--- config.mk ---
export PLATFORM = sky130hd
export DESIGN_NAME = reg_lock_scoreboard_flat
export DESIGN_NICKNAME = d
export VERILOG_FILES = /design/src/rtl/reg_lock_scoreboard_if.sv /design/src/rtl/reg_lock_scoreboard.sv /design/src/flat_wrapper.sv
export SDC_FILE = /design/constraint.sdc
export NUM_CORES = 1
export LEC_CHECK = 0
export CAP_MARGIN = 10
export CORE_MARGIN = 10
export CORE_UTILIZATION = 35
export CTS_CLUSTER_DIAMETER = 60
export DETAILED_ROUTE_END_ITERATION = 8
export GPL_TIMING_DRIVEN = 0
export PLACE_DENSITY = 0.59
export SYNTH_ARGS = -nofsm -noshare
export SYNTH_HDL_FRONTEND = slang
export SYNTH_SLANG_ARGS = --single-unit
export TNS_END_PERCENT = 5
--- constraint.sdc ---
create_clock -name clk_i -period 4.5 [get_ports clk_i]
set_input_delay 0.9 -clock clk_i [delete_from_list [all_inputs] [get_ports clk_i]]
set_output_delay 0.9 -clock clk_i [all_outputs]
set_load 0.05 [all_outputs]
--- src/rtl/reg_lock_scoreboard_if.sv ---
// reg_lock_scoreboard_if: launcher handshake, writeback bus and lock-status outputs of the scoreboard.
// master: the launcher/writeback side (drives clear, launch and writeback, reads status).
// slave: the scoreboard (reads requests, drives locks_o, outstanding_o, full_o and the sticky flags).
interface reg_lock_scoreboard_if #(
  parameter int NUM_REGS    = 32,
  parameter int MAX_PENDING = 8
);
  localparam int RW = $clog2(NUM_REGS);
  localparam int CW = $clog2(MAX_PENDING + 1);
  logic          clear_i;
  logic          launch_fire_i;
  logic          launch_wr_i;
  logic [RW-1:0] launch_rd_i;
  logic          wb_valid_i;
  logic [RW-1:0] wb_rd_i;
  logic [NUM_REGS-1:0] locks_o;
  logic [CW-1:0] outstanding_o;
  logic          full_o;
  logic          overflow_o;
  logic          underflow_o;
  modport master (
    output clear_i, launch_fire_i, launch_wr_i, launch_rd_i, wb_valid_i, wb_rd_i,
    input  locks_o, outstanding_o, full_o, overflow_o, underflow_o
  );
  modport slave (
    input  clear_i, launch_fire_i, launch_wr_i, launch_rd_i, wb_valid_i, wb_rd_i,
    output locks_o, outstanding_o, full_o, overflow_o, underflow_o
  );
endinterface

--- src/rtl/reg_lock_scoreboard.sv ---
// reg_lock_scoreboard: per-register pending-write counters producing the launcher lock vector.
// Ports: clk_i clock; arst_i async active-high reset; bus (slave) carries clear_i, the launch
// handshake (launch_fire_i/launch_wr_i/launch_rd_i), the writeback (wb_valid_i/wb_rd_i) and the
// registered outputs locks_o, outstanding_o, full_o, overflow_o, underflow_o.
module reg_lock_scoreboard #(
  parameter int NUM_REGS    = 32,
  parameter int MAX_PENDING = 8
) (
  input  logic                 clk_i,
  input  logic                 arst_i,
  reg_lock_scoreboard_if.slave bus
);
  localparam int RW = $clog2(NUM_REGS);
  localparam int CW = $clog2(MAX_PENDING + 1);
  logic [CW-1:0] cnt_q [NUM_REGS];
  logic [CW-1:0] cnt_d [NUM_REGS];
  logic [CW-1:0] tot_q, tot_d;
  logic          ovf_q, ovf_d, unf_q, unf_d;
  logic          full, l, w, l_ok, cancel, inc, dec;
  assign full = tot_q == CW'(MAX_PENDING);
  always_comb begin
    l      = bus.launch_fire_i && bus.launch_wr_i && bus.launch_rd_i != '0;
    w      = bus.wb_valid_i && bus.wb_rd_i != '0;
    l_ok   = l && !full && cnt_q[bus.launch_rd_i] != CW'(MAX_PENDING);
    // an accepted launch and a writeback on the same register net out; the writeback is not an underflow
    cancel = l_ok && w && bus.launch_rd_i == bus.wb_rd_i;
    inc    = l_ok && !cancel;
    dec    = w && !cancel && cnt_q[bus.wb_rd_i] != '0;
    ovf_d  = !bus.clear_i && (ovf_q || (l && !l_ok));
    unf_d  = !bus.clear_i && (unf_q || (w && !cancel && cnt_q[bus.wb_rd_i] == '0));
    tot_d  = bus.clear_i ? '0 : tot_q + CW'(inc) - CW'(dec);
    for (int r = 0; r < NUM_REGS; r++)
      cnt_d[r] = bus.clear_i ? '0 :
                 cnt_q[r] + CW'(inc && bus.launch_rd_i == RW'(r)) - CW'(dec && bus.wb_rd_i == RW'(r));
  end
  always_ff @(posedge clk_i or posedge arst_i)
    if (arst_i) begin
      cnt_q <= '{default: '0};
      tot_q <= '0;
      ovf_q <= 1'b0;
      unf_q <= 1'b0;
    end else begin
      cnt_q <= cnt_d;
      tot_q <= tot_d;
      ovf_q <= ovf_d;
      unf_q <= unf_d;
    end
  for (genvar i = 0; i < NUM_REGS; i++) begin : g_lock
    assign bus.locks_o[i] = cnt_q[i] != '0;
  end
  assign bus.outstanding_o = tot_q;
  assign bus.full_o        = full;
  assign bus.overflow_o    = ovf_q;
  assign bus.underflow_o   = unf_q;
endmodule

--- src/flat_wrapper.sv ---
// flat-port wrapper written by rule: the top's interface ports become plain ports
module reg_lock_scoreboard_flat 
#(
  parameter int NUM_REGS    = 32,
  parameter int MAX_PENDING = 8
)
  (clk_i, arst_i, bus_clear_i, bus_launch_fire_i, bus_launch_wr_i, bus_launch_rd_i, bus_wb_valid_i, bus_wb_rd_i, bus_locks_o, bus_outstanding_o, bus_full_o, bus_overflow_o, bus_underflow_o);
  reg_lock_scoreboard_if #(.NUM_REGS(NUM_REGS), .MAX_PENDING(MAX_PENDING)) bus_i ();
  input  logic clk_i;
  input  logic arst_i;
  input wire logic [$bits(bus_i.clear_i)-1:0] bus_clear_i;
  input wire logic [$bits(bus_i.launch_fire_i)-1:0] bus_launch_fire_i;
  input wire logic [$bits(bus_i.launch_wr_i)-1:0] bus_launch_wr_i;
  input wire logic [$bits(bus_i.launch_rd_i)-1:0] bus_launch_rd_i;
  input wire logic [$bits(bus_i.wb_valid_i)-1:0] bus_wb_valid_i;
  input wire logic [$bits(bus_i.wb_rd_i)-1:0] bus_wb_rd_i;
  output wire logic [$bits(bus_i.locks_o)-1:0] bus_locks_o;
  output wire logic [$bits(bus_i.outstanding_o)-1:0] bus_outstanding_o;
  output wire logic [$bits(bus_i.full_o)-1:0] bus_full_o;
  output wire logic [$bits(bus_i.overflow_o)-1:0] bus_overflow_o;
  output wire logic [$bits(bus_i.underflow_o)-1:0] bus_underflow_o;
  assign bus_i.clear_i = bus_clear_i;
  assign bus_i.launch_fire_i = bus_launch_fire_i;
  assign bus_i.launch_wr_i = bus_launch_wr_i;
  assign bus_i.launch_rd_i = bus_launch_rd_i;
  assign bus_i.wb_valid_i = bus_wb_valid_i;
  assign bus_i.wb_rd_i = bus_wb_rd_i;
  assign bus_locks_o = bus_i.locks_o;
  assign bus_outstanding_o = bus_i.outstanding_o;
  assign bus_full_o = bus_i.full_o;
  assign bus_overflow_o = bus_i.overflow_o;
  assign bus_underflow_o = bus_i.underflow_o;
  reg_lock_scoreboard #(.NUM_REGS(NUM_REGS), .MAX_PENDING(MAX_PENDING)) u_core (.clk_i(clk_i), .arst_i(arst_i), .bus(bus_i));
endmodule
==> impl_metrics.csv <==
group,metric,value,unit
status,status,"finished clean",
clock_network,cts.sinks,134,
synthesis,synth.cell_area,10780,µm²
clock_network,clk_path_buf_depth,2,
worst_setup_path,start_kind,"primary input",
global_route,grtUsageTotal,0.1594,
floorplan,pin_count,55,
global_route,grt-busiest-layer,"met2",
worst_setup_path,required,4790,ps
worst_setup_path,critical_path.slowest_cell,"mux4_2",
clock_network,cts_buffers,17,
detailed_routing,drt_wl_total,30220,µm
detailed_routing,drc,0,
synthesis,synth.top_cell.area_share,0.3110,
synthesis,synth_common_cells,"206 x inv_1, 165 x ha_1, 134 x dfrtp_1, 112 x nor2_1, 68 x nor2b_1",
synthesis,async_flop_share,1.000,
global_route,grt_use_met2,0.2473,
layout,fin_cells,1630,
clock_network,cts_max_level,4,
clock_network,clk_pin_slew,60,ps
timing,worst_pin_slew,926.0,ps
timing,setup_violations,0,
detailed_routing,wl_per_cell,18.54,µm
pwr,power,3.876,mW
floorplan,die_w,195.5,µm
synthesis,syn_inst,1147,
worst_setup_path,crit_path_max_incr_delay,550,ps
pwr,ir_drop,0.0002857,V
floorplan,dieHeight,195.5,µm
layout,finish.utilization,0.4160,
detailed_routing,via_per_inst,5.105,
timing,min_period,4383,ps
timing,relSlewSlack,0.3827,
synthesis,syn_avg_cell_area,9.400,µm²
placed_design,hpwlAfterDp,23130,µm
global_route,use_met1,0.2123,
synthesis,synth_edf_count,0,
layout,finalNetCount,1436,
placed_design,dp_cells,1594,
timing,clock.fmax,228.1,MHz
global_route,grt_pass1_vias,8672,
layout,syn2layout_area_growth,17.72,%
synthesis,ys_ff_latch,134,
synthesis,seq_area_frac_synth,0.3110,
clock_network,cts_tree,"built",
global_route,grt_max_degree,75,
worst_hold_path,hp-class,"reg -> reg",
worst_setup_path,end_kind,"flop",
floorplan,rows,64,
detailed_routing,ant_nets,0,
clock_network,postCtsHoldBufs,0,
worst_setup_path,cp_top_family,"buffers and inverters",
clock_network,cts.root.buffer_cell,"clkbuf_16",
timing,slew_viol_final,0,
detailed_routing,firstDrtPassIters,5,
global_route,grt_pass1_wl,48070,µm
run,cap_violations,0,
detailed_routing,vias,8321,
worst_setup_path,r2r_slack,660,ps
synthesis,synth_area_leaders,"dfrtp_1 31%, ha_1 19%, inv_1 7.2%",
global_route,grt_util_met3,0.03614,
worst_setup_path,crit_fanout,10,
worst_setup_path,cp_cell_sequence,"buf_4 > buf_6 > inv_1 > mux4_2 > o211a_1 > a211oi_2 > o211ai_1 > buf_4 > o211ai_4 > buf_6 > nor3_1 > ha_1 > inv_1 > ha_1 > fa_1 > xnor2_1 > nor2_1",
synthesis,ys_types,64,
worst_setup_path,crit_arrival,4670,ps
synthesis,yosysMostFrequentCell,"inv_1",
floorplan,fp.dieArea,38220,µm²
placed_design,place.gp.congestion,0.9377,
worst_setup_path,path_class,"in -> reg",
synthesis,synthFlopType,"dfrtp_1",
worst_setup_path,critPathBufInv,6,
timing,hold_viol,0,
pwr,p_leak,5.983,nW
global_route,antenna_found_initial,0,
layout,drive_above_1_share,0.08516,
timing,period_share,0.9741,
global_route,overflow,0,
floorplan,initial_utilization,0.3534,
floorplan,core_area,30510,µm²
synthesis,yosys.area.top_type,"dfrtp_1",
pwr,powerDensity,305.4,nW/µm²
placed_design,io_buffers,49,
synthesis,synth.yosys.warnings,0,
timing,skew,9.737,ps
detailed_routing,drtIter0Drc,626,
clock_network,clk_latency,430,ps
==> worst reg2reg max path: stages (launching register included) <==
cell and delay [ps]:
dfrtp_1 420, mux4_2 480, mux2_2 280, o211a_1 170
a211oi_2 240, o211ai_1 130, buf_4 170, o211ai_4 280
buf_6 220, nor3_1 70, ha_1 310, inv_1 40
ha_1 220, fa_1 400, xnor2_1 230, nor2_1 60
==> placed cells by master, fill, tap and decap left out, types with 5 or more instances in the layout <==
| cell type | count |
|---|---|
| a21o_1 | 34 |
| a21oi_1 | 40 |
| and3_1 | 16 |
| and3b_1 | 13 |
| and4_1 | 7 |
| buf_2 | 6 |
| buf_4 | 8 |
| buf_6 | 5 |
| clkbuf_1 | 24 |
| clkbuf_16 | 17 |
| clkdlybuf4s50_1 | 46 |
| dfrtp_1 | 134 |
| fa_1 | 33 |
| ha_1 | 165 |
| inv_1 | 204 |
| mux4_2 | 10 |
| nand2_1 | 20 |
| nand2b_1 | 6 |
| nand3_1 | 22 |
| nor2_1 | 112 |
| nor2b_1 | 68 |
| nor3_1 | 18 |
| nor4_1 | 26 |
| nor4_2 | 12 |
| nor4_4 | 7 |
| nor4b_1 | 8 |
| o21ai_0 | 7 |
| xnor2_1 | 67 |
==> metrics by stage <==
| stage | worst slack [ps] | setup TNS (ps) | hold WS, ps | area, µm² |
|---|---|---|---|---|
| 4_1_cts | -18.32 | -51.87 | 526.5 | 12590 |
| 3_5_place_dp | -1227 | -120600 | 516.0 | 11800 |
| 6_report | 116.7 | 0 | 519.1 | 12690 |
| 3_3_place_gp | -2451 | -446290 | 510.2 | 11770 |
| 5_1_grt | -27.59 | -40.42 | 559.6 | 12690 |
| 2_1_floorplan | 17.25 | 0 | 667.6 | 10790 |
==> worst paths after layout <==
path / from / endpoint / cells past startpoint
setup / recovery: bus_launch_rd_i[0] / u_core.cnt_q[94]$_DFF_PP0_ / 17
hold / removal: u_core.bus.overflow_o$_DFF_PP0_ / u_core.bus.overflow_o$_DFF_PP0_ / 2
setup reg to reg: u_core.cnt_q[11]$_DFF_PP0_ / u_core.cnt_q[94]$_DFF_PP0_ / 15
hold reg to reg: u_core.bus.overflow_o$_DFF_PP0_ / u_core.bus.overflow_o$_DFF_PP0_ / 2
max in group asynchronous: arst_i / u_core.cnt_q[52]$_DFF_PP0_ / 3
min in group asynchronous: arst_i / u_core.cnt_q[119]$_DFF_PP0_ / 2
==> area by class of cell <==
type,instances,area [µm²]
Sequential cell,134,3353
Inverter,207,785.8
Fill cell,3022,17820
Multi-Input combinational cell,761,6626
Buffer,44,252.7
Tap cell,396,495.5
Antenna cell,1,2.502
Clock inverter,8,123.9
Clock buffer,22,474.2
Timing Repair Buffer,57,578.1
==> flip-flops by register name, summed over array words and instances, names as in the netlist <==
| register | cells |
|---|---|
| u_core.cnt_q | 128 |
| u_core.bus.outstanding_o | 4 |
| u_core.bus.overflow_o | 1 |
| u_core.bus.underflow_o | 1 |
==> what timing repair did <==
item | 4_1_cts | 5_1_grt
gates resized for setup | 36 | 19
pin swaps | 1 | 1
setup endpoints to repair | 127 | 94
buffers inserted | 3 | 4
hold endpoints to repair | 0 | 0
==> where the power goes <==
part,switching [mW],internal (mW),total (mW)
Combinational,0.685,0.401,1.09
Sequential,0.0521,1.27,1.32
Clock,0.557,0.909,1.47
Total,1.29,2.58,3.88
==> cells by family after synthesis <==
kind of cell    count (synthesis)  synth area share
flops                         134            0.3110
buf+inv                       253           0.09272
fa+ha+maj                     198            0.2528
other cells                     1         0.0003478
mux                            11           0.02193
simple gates                  359            0.1856
xor+xnor                       71           0.05768
compound gates                120           0.07799
==> metal layers <==
layer / up-vias / routed length [µm]
met5: - / 0
met3: 71 / 2192
met4: 0 / 892
li1: 3964 / -
met1: 4028 / 13450
met2: 258 / 13690
No activity file was read; power rests on OpenSTA's default activity.
